<file path="src/rtl/tmod_cmd_master.sv">
// tmod_cmd_master: queued, multi-channel command master for the temperature-monitor bus.
// Define TMOD_TIMEOUT_EN to enable the ISSUE-state ready timeout (TIMEOUT cycles).

package tmod_cmd_master_pkg;
   typedef enum logic [1:0] {
      TMOD_NOOP          = 2'd0,
      TMOD_RESET         = 2'd1,
      TMOD_SET_FRQ       = 2'd2,
      TMOD_SET_HIGH_TEMP = 2'd3
   } tmod_op_e;
endpackage

module tmod_cmd_master
   import tmod_cmd_master_pkg::*;
#(
   parameter  int unsigned DW      = 8,
   parameter  int unsigned DEPTH   = 4,
   parameter  int unsigned NCH     = 2,
   parameter  int unsigned TIMEOUT = 16,
   localparam int unsigned CW      = (NCH > 1) ? $clog2(NCH) : 1,
   localparam int unsigned NW      = $clog2(DEPTH + 1)
) (
   input  logic           clk,
   input  logic           reset,
   input  logic           req_valid,
   output logic           req_ready,
   input  logic [1:0]     req_op,
   input  logic [CW-1:0]  req_ch,
   input  logic [DW-1:0]  req_data,
   output logic           done,
   output logic           err,
   output logic           busy,
   output logic [NW-1:0]  count,
   output logic           m_valid,
   output logic [1:0]     m_op,
   output logic [DW-1:0]  m_opnd,
   output logic [NCH-1:0] m_sel,
   input  logic [NCH-1:0] m_ready
);

   localparam int unsigned AW = $clog2(DEPTH);

   typedef enum logic {ST_IDLE, ST_ISSUE} state_e;

   if (DEPTH < 2 || (DEPTH & (DEPTH - 1)) != 0) begin : g_bad_depth
      $error("tmod_cmd_master: DEPTH must be a power of 2 and >= 2");
   end
   if (NCH < 1) begin : g_bad_nch
      $error("tmod_cmd_master: NCH must be >= 1");
   end
   if (TIMEOUT < 1) begin : g_bad_timeout
      $error("tmod_cmd_master: TIMEOUT must be >= 1");
   end

   // ---------------------------------------------------------------- FIFO
   logic [1:0]    r_mem_op   [DEPTH];
   logic [CW-1:0] r_mem_ch   [DEPTH];
   logic [DW-1:0] r_mem_data [DEPTH];
   logic [AW-1:0] r_wr_ptr;
   logic [AW-1:0] r_rd_ptr;
   logic [NW-1:0] r_count;

   logic          w_full;
   logic          w_empty;
   logic          w_push;
   logic          w_pop;
   tmod_op_e      w_head_op;
   logic [CW-1:0] w_head_ch;
   logic [DW-1:0] w_head_data;

   assign w_full      = (r_count == NW'(DEPTH));
   assign w_empty     = (r_count == '0);
   assign w_push      = req_valid && !w_full;
   assign w_head_op   = tmod_op_e'(r_mem_op[r_rd_ptr]);
   assign w_head_ch   = r_mem_ch[r_rd_ptr];
   assign w_head_data = r_mem_data[r_rd_ptr];

   always_ff @(posedge clk) begin
      if (w_push) begin
         r_mem_op[r_wr_ptr]   <= req_op;
         r_mem_ch[r_wr_ptr]   <= req_ch;
         r_mem_data[r_wr_ptr] <= req_data;
      end
   end

   // DEPTH is a power of 2, so pointer wrap is the natural AW-bit rollover
   always_ff @(posedge clk or posedge reset) begin
      if (reset) begin
         r_wr_ptr <= '0;
         r_rd_ptr <= '0;
         r_count  <= '0;
      end else begin
         if (w_push) begin
            r_wr_ptr <= r_wr_ptr + AW'(1);
         end
         if (w_pop) begin
            r_rd_ptr <= r_rd_ptr + AW'(1);
         end
         case ({w_push, w_pop})
            2'b10:   r_count <= r_count + NW'(1);
            2'b01:   r_count <= r_count - NW'(1);
            default: r_count <= r_count;
         endcase
      end
   end

   // ---------------------------------------------------------------- FSM
   state_e         r_state;
   state_e         w_state_nxt;
   logic           r_m_valid;
   tmod_op_e       r_m_op;
   logic [DW-1:0]  r_m_opnd;
   logic [NCH-1:0] r_m_sel;
   logic           r_done;
   logic           r_err;

   logic           w_ch_bad;
   logic [NCH-1:0] w_onehot;
   logic [NCH-1:0] w_sel_nxt;
   logic           w_complete;
   logic           w_timeout;
   logic           w_load;
   logic           w_leave;
   logic           w_done_nxt;
   logic           w_err_nxt;

   assign w_ch_bad   = (32'(w_head_ch) >= NCH);
   assign w_complete = ((m_ready & r_m_sel) == r_m_sel);

   always_comb begin
      w_onehot = '0;
      for (int unsigned i = 0; i < NCH; i++) begin
         w_onehot[i] = (32'(w_head_ch) == i);
      end
   end

`ifdef TMOD_TIMEOUT_EN
   localparam int unsigned TW = $clog2(TIMEOUT + 1);
   logic [TW-1:0] r_wait;

   assign w_timeout = (r_wait == TW'(TIMEOUT - 1));

   always_ff @(posedge clk or posedge reset) begin
      if (reset) begin
         r_wait <= '0;
      end else if (w_load) begin
         r_wait <= '0;
      end else if (r_state == ST_ISSUE && !w_complete) begin
         r_wait <= r_wait + TW'(1);
      end
   end
`else
   assign w_timeout = 1'b0;
`endif

   always_ff @(posedge clk or posedge reset) begin
      if (reset) begin
         r_state <= ST_IDLE;
      end else begin
         r_state <= w_state_nxt;
      end
   end

   always_comb begin
      w_state_nxt = r_state;
      w_pop       = 1'b0;
      w_load      = 1'b0;
      w_leave     = 1'b0;
      w_done_nxt  = 1'b0;
      w_err_nxt   = 1'b0;
      w_sel_nxt   = w_onehot;
      case (r_state)
         ST_IDLE: begin
            if (!w_empty) begin
               w_pop = 1'b1;
               if (w_head_op == TMOD_NOOP) begin
                  w_done_nxt = 1'b1;
               end else if (w_head_op == TMOD_RESET) begin
                  w_load      = 1'b1;
                  w_sel_nxt   = '1;
                  w_state_nxt = ST_ISSUE;
               end else if (w_ch_bad) begin
                  w_err_nxt = 1'b1;
               end else begin
                  w_load      = 1'b1;
                  w_state_nxt = ST_ISSUE;
               end
            end
         end
         ST_ISSUE: begin
            // completion wins over a timeout landing on the same edge
            if (w_complete) begin
               w_done_nxt  = 1'b1;
               w_leave     = 1'b1;
               w_state_nxt = ST_IDLE;
            end else if (w_timeout) begin
               w_err_nxt   = 1'b1;
               w_leave     = 1'b1;
               w_state_nxt = ST_IDLE;
            end
         end
         default: w_state_nxt = ST_IDLE;
      endcase
   end

   // bus holding registers double as the popped command; opnd/sel keep their last values
   always_ff @(posedge clk or posedge reset) begin
      if (reset) begin
         r_m_valid <= 1'b0;
         r_m_op    <= TMOD_NOOP;
         r_m_opnd  <= '0;
         r_m_sel   <= '0;
         r_done    <= 1'b0;
         r_err     <= 1'b0;
      end else begin
         r_done <= w_done_nxt;
         r_err  <= w_err_nxt;
         if (w_load) begin
            r_m_valid <= 1'b1;
            r_m_op    <= w_head_op;
            r_m_opnd  <= w_head_data;
            r_m_sel   <= w_sel_nxt;
         end else if (w_leave) begin
            r_m_valid <= 1'b0;
            r_m_op    <= TMOD_NOOP;
         end
      end
   end

   assign req_ready = !w_full;
   assign done      = r_done;
   assign err       = r_err;
   assign busy      = (r_state != ST_IDLE) || !w_empty;
   assign count     = r_count;
   assign m_valid   = r_m_valid;
   assign m_op      = r_m_op;
   assign m_opnd    = r_m_opnd;
   assign m_sel     = r_m_sel;

endmodule

</file>
<file path="config.mk">
export PLATFORM = sky130hd
export DESIGN_NAME = tmod_cmd_master
export DESIGN_NICKNAME = d
export VERILOG_FILES = /design/src/rtl/tmod_cmd_master.sv
export SDC_FILE = /design/constraint.sdc
export NUM_CORES = 1
export LEC_CHECK = 0
export ABC_AREA = 1
export ABC_CLOCK_PERIOD_IN_PS = 2400
export BUFFER_PORTS_ARGS = -buffer_cell sky130_fd_sc_hd__clkbuf_2
export CELL_PAD_IN_SITES_DETAIL_PLACEMENT = 1
export CELL_PAD_IN_SITES_GLOBAL_PLACEMENT = 2
export CORE_MARGIN = 1.5
export CORE_UTILIZATION = 37
export DETAILED_ROUTE_END_ITERATION = 8
export PLACE_DENSITY = 0.75
export SLEW_MARGIN = 10
export SYNTH_ARGS = -nofsm -noshare
export SYNTH_HDL_FRONTEND = slang
export SYNTH_SLANG_ARGS = --single-unit
</file>
<file path="constraint.sdc">
create_clock -name clk -period 2.4 [get_ports clk]
set_clock_uncertainty 0.15 [all_clocks]
set_input_delay 0.48 -clock clk [delete_from_list [all_inputs] [get_ports clk]]
set_output_delay 0.48 -clock clk [all_outputs]
set_load 0.02 [all_outputs]
</file>
Word-level counts from Yosys, hierarchy flattened
Memory sizes are Yosys's and may differ from the RTL's. A register that Yosys moved wholly into a read port is not among the register bits.
Cells that the tools add are included.
W data, S select, Z words.
{ "word_totals": {"n_memories": 3, "wordCells": 54, "register_bits": 14, "mem_bits_rw": 44, "out_inout_bits": 20} }
{ "op_classes": {"n_reduce_logical": 8, "n_eq_ne": 5, "bitwise_logic": 3, "addsub": 4, "muxes": 23} }
{ "memory_table": {"columns": ["memory", "depth", "word_bits", "read_ports", "rd_ports_with_merged_regs", "write_ports", "line", "text"], "rows": [
  ["r_mem_data", 4, 8, 1, 1, 1, "58", "logic [DW-1:0] r_mem_data [DEPTH];"],
  ["r_mem_op", 4, 2, 1, 0, 1, "56", "logic [1:0] r_mem_op [DEPTH];"],
  ["r_mem_ch", 4, 1, 1, 0, 1, "57", "logic [CW-1:0] r_mem_ch [DEPTH];"]
]} }
{ "ops": {"columns": ["op", "count"], "rows": [
  ["$mux W1", 14],
  ["$mux W2", 6],
  ["$pmux W3 S2", 1],
  ["$add A2 B1 Y2 const B", 2],
  ["$eq A2 B1 Y1 const B", 2],
  ["$pmux W1 S2", 2],
  ["$reduce_bool A2 Y1", 2],
  ["$add A3 B1 Y3 const B", 1],
  ["$eq A3 B3 Y1 const B", 1],
  ["$logic_not A3 Y1", 1],
  ["$sub A3 B1 Y3 const B", 1],
  ["$and A2 B2 Y2", 1],
  ["$eq A2 B2 Y1", 1],
  ["$eq A2 B2 Y1 const B", 1],
  ["$logic_not A1 Y1", 2],
  ["$logic_not A2 Y1", 1],
  ["$not A1 Y1", 2],
  ["$logic_and A1 B1 Y1", 1],
  ["$logic_or A1 B1 Y1", 1]
]} }

Longest topological paths before layout
Gate-level depths: netlist (run 1).
{ "depth": {"word_depth": 6, "mapped_depth": 9} }

Worst setup path after synthesis (run 1)
OpenSTA, ideal clock, no wires.
{ "synth_path": {"path_kind": "reg-to-reg", "from": "register r_count[0], in the netlist count[0]", "to": "register r_count[2], in the netlist count[2]", "setup_time_ns": 0.131, "setup_slack_ns": 0.059, "t_arrival_ns": 2.060, "t_required_ns": 2.119, "stages_incl_launch_ff": 10, "cell_sequence": "dfrtp_1 nor2_1 nand2_1 nand2_1 ha_1 inv_1 fa_1 a21oi_1 o21ai_0 xor2_1"} }
{ "synth_between": {"elab_chain_cells": 5} }
{ "synth_rtl": {"columns": ["element", "line", "text"], "rows": [
  ["start, declared", "61", "logic [NW-1:0] r_count;"],
  ["start signal, assigned", "100", "2'b10: r_count <= r_count + NW'(1);"],
  ["start signal, assigned", "101", "2'b01: r_count <= r_count - NW'(1);"],
  ["start signal, assigned", "102", "default: r_count <= r_count;"],
  ["$eq A3 B3 Y1 (*)", "71", "assign w_full = (r_count == NW'(DEPTH));"],
  ["$logic_not A1 Y1 (*)", null, null],
  ["net req_ready", "26", "output logic req_ready,"],
  ["$logic_and A1 B1 Y1 (*)", "73", "assign w_push = req_valid && !w_full;"],
  ["$eq A2 B1 Y1 / $eq A2 B2 Y1 (equally long branches)", "99", "case ({w_push, w_pop})"],
  ["$pmux W3 S2 / $reduce_bool A2 Y1 (equally long branches)", null, null]
]} }
The timed path passes the listed nets; every way through them passes the cells marked *.
A chain may end at the register's enable or synchronous reset.

Worst setup path in the final report (run 1)
{ "layout_path": {"from": "register r_count[0], in the netlist count[0]", "to": "register r_count[2], in the netlist count[2]"} }
{ "layout_between": {"elab_chain_cells": 5} }
{ "layout_rtl": {"columns": ["element", "line"], "rows": [
  ["$logic_not A3 Y1 / $eq A3 B3 Y1 (equally long branches)", "72, 71"],
  ["$mux W1 / $logic_not A1 Y1 (equally long branches)", "174, 73"],
  ["$mux W1 / $logic_and A1 B1 Y1 (equally long branches)", "172, 73"],
  ["$eq A2 B1 Y1 / $eq A2 B2 Y1 (equally long branches)", "99"],
  ["$pmux W3 S2 / $reduce_bool A2 Y1 (equally long branches)", null]
]} }
Parallel ways exist; a longest one is shown, timed or not.

==> results of run 1 <==
-- registers in the layout, summed over array words and instances (netlist names), 3 cells and up --
name,count
count,3
m_opnd,8
r_mem_ch,4
r_mem_data,32
r_mem_op,8
-- what timing repair did --
item / in CTS / in global routing
endpoints found under the hold margin: 0 / 0
gates resized for setup: 0 / 2
setup endpoints to repair: 0 / 12
-- per-stage QoR --
step	std cells	setup WS (ps)	utilization	hold slack, ps	cell area [um2]
after detailed placement	362	82.1	0.413	310	2960
after global placement	362	165	0.413	306	2960
after floorplan	234	58.8	-	319	2710
after global routing	378	51.1	0.447	26.1	3210
after CTS	378	72.0	0.446	1.30	3200
final	378	231	0.447	0.801	3210
-- critical path, delay by kind of cell, from the launching register on --
kind | cells | cell delay, ps
AO/OA/AOI/OAI | 2 | 250
flip-flops | 1 | 430
XOR/XNOR | 1 | 150
buffers and inverters | 1 | 70
AND/OR/NAND/NOR | 3 | 450
adder cells (fa/ha/maj) | 2 | 550
-- routing by layer --
layer	part of all wire	vias up
li1	-	862
met5	0	-
met4	0.022	0
met3	0.042	10
met1	0.49	809
met2	0.44	46
-- cell usage in the layout, fill, tap and decap left out, drive strengths merged --
cell      Yosys  routed
edfxtp       44      44
clkbuf        0      43
nand2        40      40
nor2         38      38
o21ai        30      30
dfrtp        22      22
inv          19      19
nand3        17      17
ha            5       5
a21oi         4       4
xor2          3       3
bufinv        0       3
buf           8       3
clkinvlp      0       2
clkinv        0       2
o22ai         1       1
xnor2         1       1
fa            1       1
conb          1       1
-- worst max-delay path by stage --
stage / from / end / slack [ps] / depth (start not counted)
after CTS: count[0] / count[2] / 70 / 9
after detailed placement: count[0] / count[2] / 80 / 9
after global routing: count[0] / count[2] / 50 / 9
after global placement: count[0] / count[2] / 170 / 9
after floorplan: count[0] / count[2] / 60 / 9
final: count[0] / count[2] / 230 / 9
-- power by group --
part / internal (mW) / total, mW / switching [mW]
combinational: 0.537 / 1.75 / 1.21
sequential: 1.58 / 1.74 / 0.156
clock: 0.687 / 1.13 / 0.440
total: 2.81 / 4.61 / 1.80
-- cell families after synthesis --
logic type / after synthesis
AOI/OAI and AO/OA: 35
xor gates and xnor gates: 4
adders and majority gates: 6
buffers and inverters: 27
DFF: 66
other: 1
and+or+nand+nor: 95
-- layout make-up --
type                       instances  area, um2  share of cell area
sequential                        66       1870               0.584
multi-input combinational        141        706               0.220
timing repair buffer              37        193              0.0601
clock buffer                       9        124              0.0386
tap                               99        124              0.0386
clock inverter                     7        118              0.0367
inverter                          19       71.3              0.0222
==> metrics, run 1 <==
CP max FO 8; global-route track usage on met1 0.213; status finished clean; Die H 88.5 um; Simple-Gate Fraction of Synth Area 0.146; # nets final 296; vias per cell roughly 4.6; synthesized area per cell 11.6 um2; CTS Sinks 66; Async S/R FF share, synth 0.333; pwr dens 1440 mW/mm2; Leakage 1.36 nW; Worst slew margin 0.246; Setup-failing EPs final 0; Final ANT Viol Nets 0; TritonCTS clock tree done; multiplexer share of the synthesized area 0; core area 0.00718 mm2; Skew-Pair Late Insertion Delay 350 ps; DPL Wire Length 3650 um; total number of vias approximately 1700; slowest stage delay, CP 430 ps; Adder-Cell Fraction of Synth Area 0.0305; share of the synthesized area in the top cell type 0.488; register area share after synthesis 0.691; Mapped Nets 256; actual slew at the worst max-slew pin approximately 1100 ps; kind of critical path reg2reg; P&R area growth vs syn 18.4%; busiest grt layer met2; gpl congestion slightly above 0.7; Layout fillers 792; cell with the most instances after synthesis edfxtp_1; CP Launch Type register; DR iter-0 viols 93; number of global-route vias before repair 1680; antenna violations before repair 0; critical path capture point type register; Critical Path AT between 2000 and 2500 ps; Cell Area, Synth 0.00271 mm2; routed length per instance approximately 15 um; path category of the worst min-delay check in2async; r2r startpoint count[0]; first-pass GRT wire length 8670 um; Synth top cells by count edfxtp_1 (44), nand2_1 (38), nor2_1 (37), o21ai_0 (24), dfrtp_1 (22); grt ovf 0; H-tree lvl count 3; fmax 0.461 GHz; clock root cell clkbuf_8; synth top area cells edfxtp_1 (49%), dfrtp_1 (20%), nand2_1 (5.3%); final WL about 5500 um; Yosys cell types 22; routing usage on met3 0.0466; final period utilization 0.904; Syn. warnings 0; met2 Use GR 0.228; Final min period 2170 ps; number of enable flip-flop cells after synthesis 44; row cnt 31; number of port buffers 34; Critical Path, Cell by Cell nor2_2, nand2_1, nand2_2, ha_1, inv_1, fa_1, a21oi_1, o21ai_0, xor2_1; slack of the worst reg-to-reg path 230 ps; DRT Pass-1 Iters 4; CTS Buffer Depth 2; diode count 0; VDD IR max ~720 uV; largest net degree at the start of global routing 24; die area 0.00784 mm2; CTS clk-pin slew, worst paths 70 ps; starting density of the core 0.377; r2r worst-path depth 9; compound-gate portion of the synthesized area 0.0679; DRC 0; Seq cells post-synth 66; total power roughly 4.6 mW; Yosys top cell by area edfxtp_1; max_cap viols 0; Die W 88.5 um; hold-fix buffers at CTS 0; CP required 2480 ps; I/O Pins 36; Reg-to-Reg End count[2]; cts bufs inserted 9; Post-Syn Instances approximately 230; Final Max Slew Viols 0; Fin. Hold Viols 0; largest family of logic cells by synthesized area simple AND/OR/NAND/NOR gates; RSZ-0062 raised after global routing false; Tot GR Track Use 0.156; CP max-delay cell dfrtp_1; # Post-CTS Setup Buffers 0; ys flop type edfxtp_1; setup_tns 0 ps; share of cells above drive strength 1 0.222; Post-Synth XOR/XNOR Area 0.0129
Note: power is estimated with default switching activity, not from simulation.
==> run 2, diff against run 1 <==
- REMOVE_ABC_BUFFERS: default -> 1
==> metrics, run 2 (synthesis gave the netlist of run 1 again) <==
status finished, violations left; failing checks negative hold slack; Tot GR Track Use 0.149 (-0.00738); Critical Path AT 2290 ps (+40 ps); Final min period 2220 ps (+46.7 ps); CTS Sinks 66 (unchanged); P&R area growth vs syn 17.8%; DPL Wire Length 3600 um (-1.4%); Reg-to-Reg End count[2]; Die H 88.5 um (unchanged); I/O Pins 36 (unchanged); Setup-failing EPs final 0 (unchanged); H-tree lvl count 3 (unchanged); DRT Pass-1 Iters 4 (unchanged); slack of the worst reg-to-reg path 180 ps (-50 ps); share of power burned in registers 0.386 (+0.009); cts bufs inserted 9 (unchanged); Fin. Hold Viols 5 (+5); share of cells above drive strength 1 0.222 (unchanged); CTS clk-pin slew, worst paths 80 ps (about the same); die area 0.00784 mm2 (unchanged); antenna violations before repair 0 (unchanged); most frequent cells in the layout edfxtp_1 (44), nor2_1 (37), nand2_1 (37), clkbuf_2 (34), o21ai_0 (24); r2r worst-path depth 9 (unchanged); Top reg by flops r_mem_data; Layout fillers 798 (+0.76%); Leakage 1.34 nW (-0.91%); CTS Buffer Depth 2 (unchanged); number of global-route vias before repair 1760 (+4.8%); core area 0.00718 mm2 (unchanged); pwr dens 1410 mW/mm2 (-2.0%); Sw Share 0.393 (+0.00150); Psw 1.77 mW (-2.1%); Worst slew margin 0.259 (+0.0123); starting density of the core 0.377 (unchanged); setup_tns 0 ps (unchanged); TritonCTS clock tree done; total number of vias 1712 (-0.87%); fmax 0.451 GHz (-2.1%); area of the multi-input gates 703 um2 (-0.35%); final period utilization 0.923 (+0.0195); Post-DP Area 0.00296 mm2 (unchanged); min setup slack post-route 184 ps (-46.7 ps); routed length per instance 13.9 um (-4.2%); actual slew at the worst max-slew pin 1110 ps (-18.4 ps); critical path capture point type register; DR iter-0 viols 35 (-62%); CP required 2470 ps (about the same); CP Launch Type register; Logic pwr share 0.381 (+0.003); diode count 0 (unchanged); Setup WS pre-CTS 98.2 ps (+16.1 ps); max_cap viols 0 (unchanged); # Post-CTS Setup Buffers 0 (unchanged); CP max FO 8 (unchanged); number of port buffers 34 (unchanged); grt ovf 0 (unchanged); final WL 5260 um (-4.2%); Finished Core Util 0.445 (-0.00227); # nets final 296 (unchanged); Largest register FFs 32 (unchanged); Skew-Pair Late Insertion Delay 340 ps (about the same); Reg area 0.00187 mm2 (unchanged); clock root cell clkbuf_8; VDD IR max 424 uV (-41%); RSZ-0062 raised after global routing false; commonest non-fill, non-tap cell in the layout edfxtp_1; Final ANT Viol Nets 0 (unchanged); gpl congestion 0.685 (-5.7%); r2r startpoint count[0]; Int Pwr 2.73 mW (-2.7%); vias per cell 4.53 (-0.87%); DRC 0 (unchanged); largest net degree at the start of global routing 24 (unchanged); Final Max Slew Viols 0 (unchanged); kind of critical path reg2reg; clock group share of total power 0.233 (-0.011); path category of the worst min-delay check in2async; Non-Filler Cell Area, Final 0.00319 mm2 (-0.51%); row cnt 31 (unchanged); Die W 88.5 um (unchanged); hold_ws -2.03 ps (-2.83 ps); first-pass GRT wire length 8400 um (-3.2%)
==> run 2: changes by cell type in the layout (fill, tap and decap cells not counted), sizes merged <==
cell	change
bufinv	-1
clkinv	-2
clkbuf	+1
clkinvlp	+2
==> run 2: per-stage QoR <==
| stage | power, mW | hold slack, ps | std cells |
|---|---|---|---|
| 4_1_cts | 4.57 | 1.21 | 378 |
| 5_1_grt | 4.86 | 18.0 | 378 |
| 6_report | 4.50 | -2.03 | 378 |
| 3_3_place_gp | 3.47 | 303 | 362 |
| 3_5_place_dp | 3.51 | 310 | 362 |
| 2_1_floorplan | 2.94 | 319 | 226 |
==> run 2: critical path, cell delays in order, from the launching register on <==
cell and delay [ps]:
dfrtp_1 420, nor2_1 230, nand2_1 120, nand2_2 170, ha_1 170, inv_1 70
fa_1 370, a21oi_1 140, o21ai_0 100, xor2_1 150
==> run 2: final cells by class <==
class,count,share of cell area
clock buffers,10,0.0431
flip-flops and latches,66,0.587
well taps,99,0.0388
multi-input cells,141,0.220
clock inverters,6,0.0282
inverters,19,0.0224
repair buffers,37,0.0604
==> run 2: layer usage <==
layer | vias up | share of wire | track usage
li1 | 863 | - | -
met1 | 804 | 0.49 | 0.190
met2 | 34 | 0.45 | 0.237
met3 | 11 | 0.033 | 0.0345
met4 | 0 | 0.024 | 0.0810
met5 | - | 0 | 0
==> run 2: how the worst max path moves through the flow <==
| stage | from | cells after the start | slack [ps] | end |
|---|---|---|---|---|
| after floorplan | count[0] | 9 | 60 | count[2] |
| after global placement | count[0] | 9 | 150 | count[2] |
| after detailed placement | count[0] | 4 | 100 | r_mem_data[0][1] |
| after CTS | count[0] | 9 | 70 | count[2] |
| after global routing | count[0] | 9 | 70 | count[2] |
| final | count[0] | 9 | 180 | count[2] |
==> run 2: power by group through the flow <==
stage / Clock (mW) / Combinational, mW / Sequential, mW
2_1_floorplan: 0 / 1.00 / 1.94
3_3_place_gp: 0 / 1.72 / 1.75
3_5_place_dp: 0 / 1.74 / 1.76
4_1_cts: 1.07 / 1.75 / 1.74
5_1_grt: 1.11 / 1.97 / 1.77
6_report: 1.05 / 1.71 / 1.74
==> run 2: what timing repair did <==
item                       4_1_cts  5_1_grt
hold buffers                     0        0
hold endpoints to repair         0        0
setup endpoints to repair        0        5
gates resized for setup          0        1
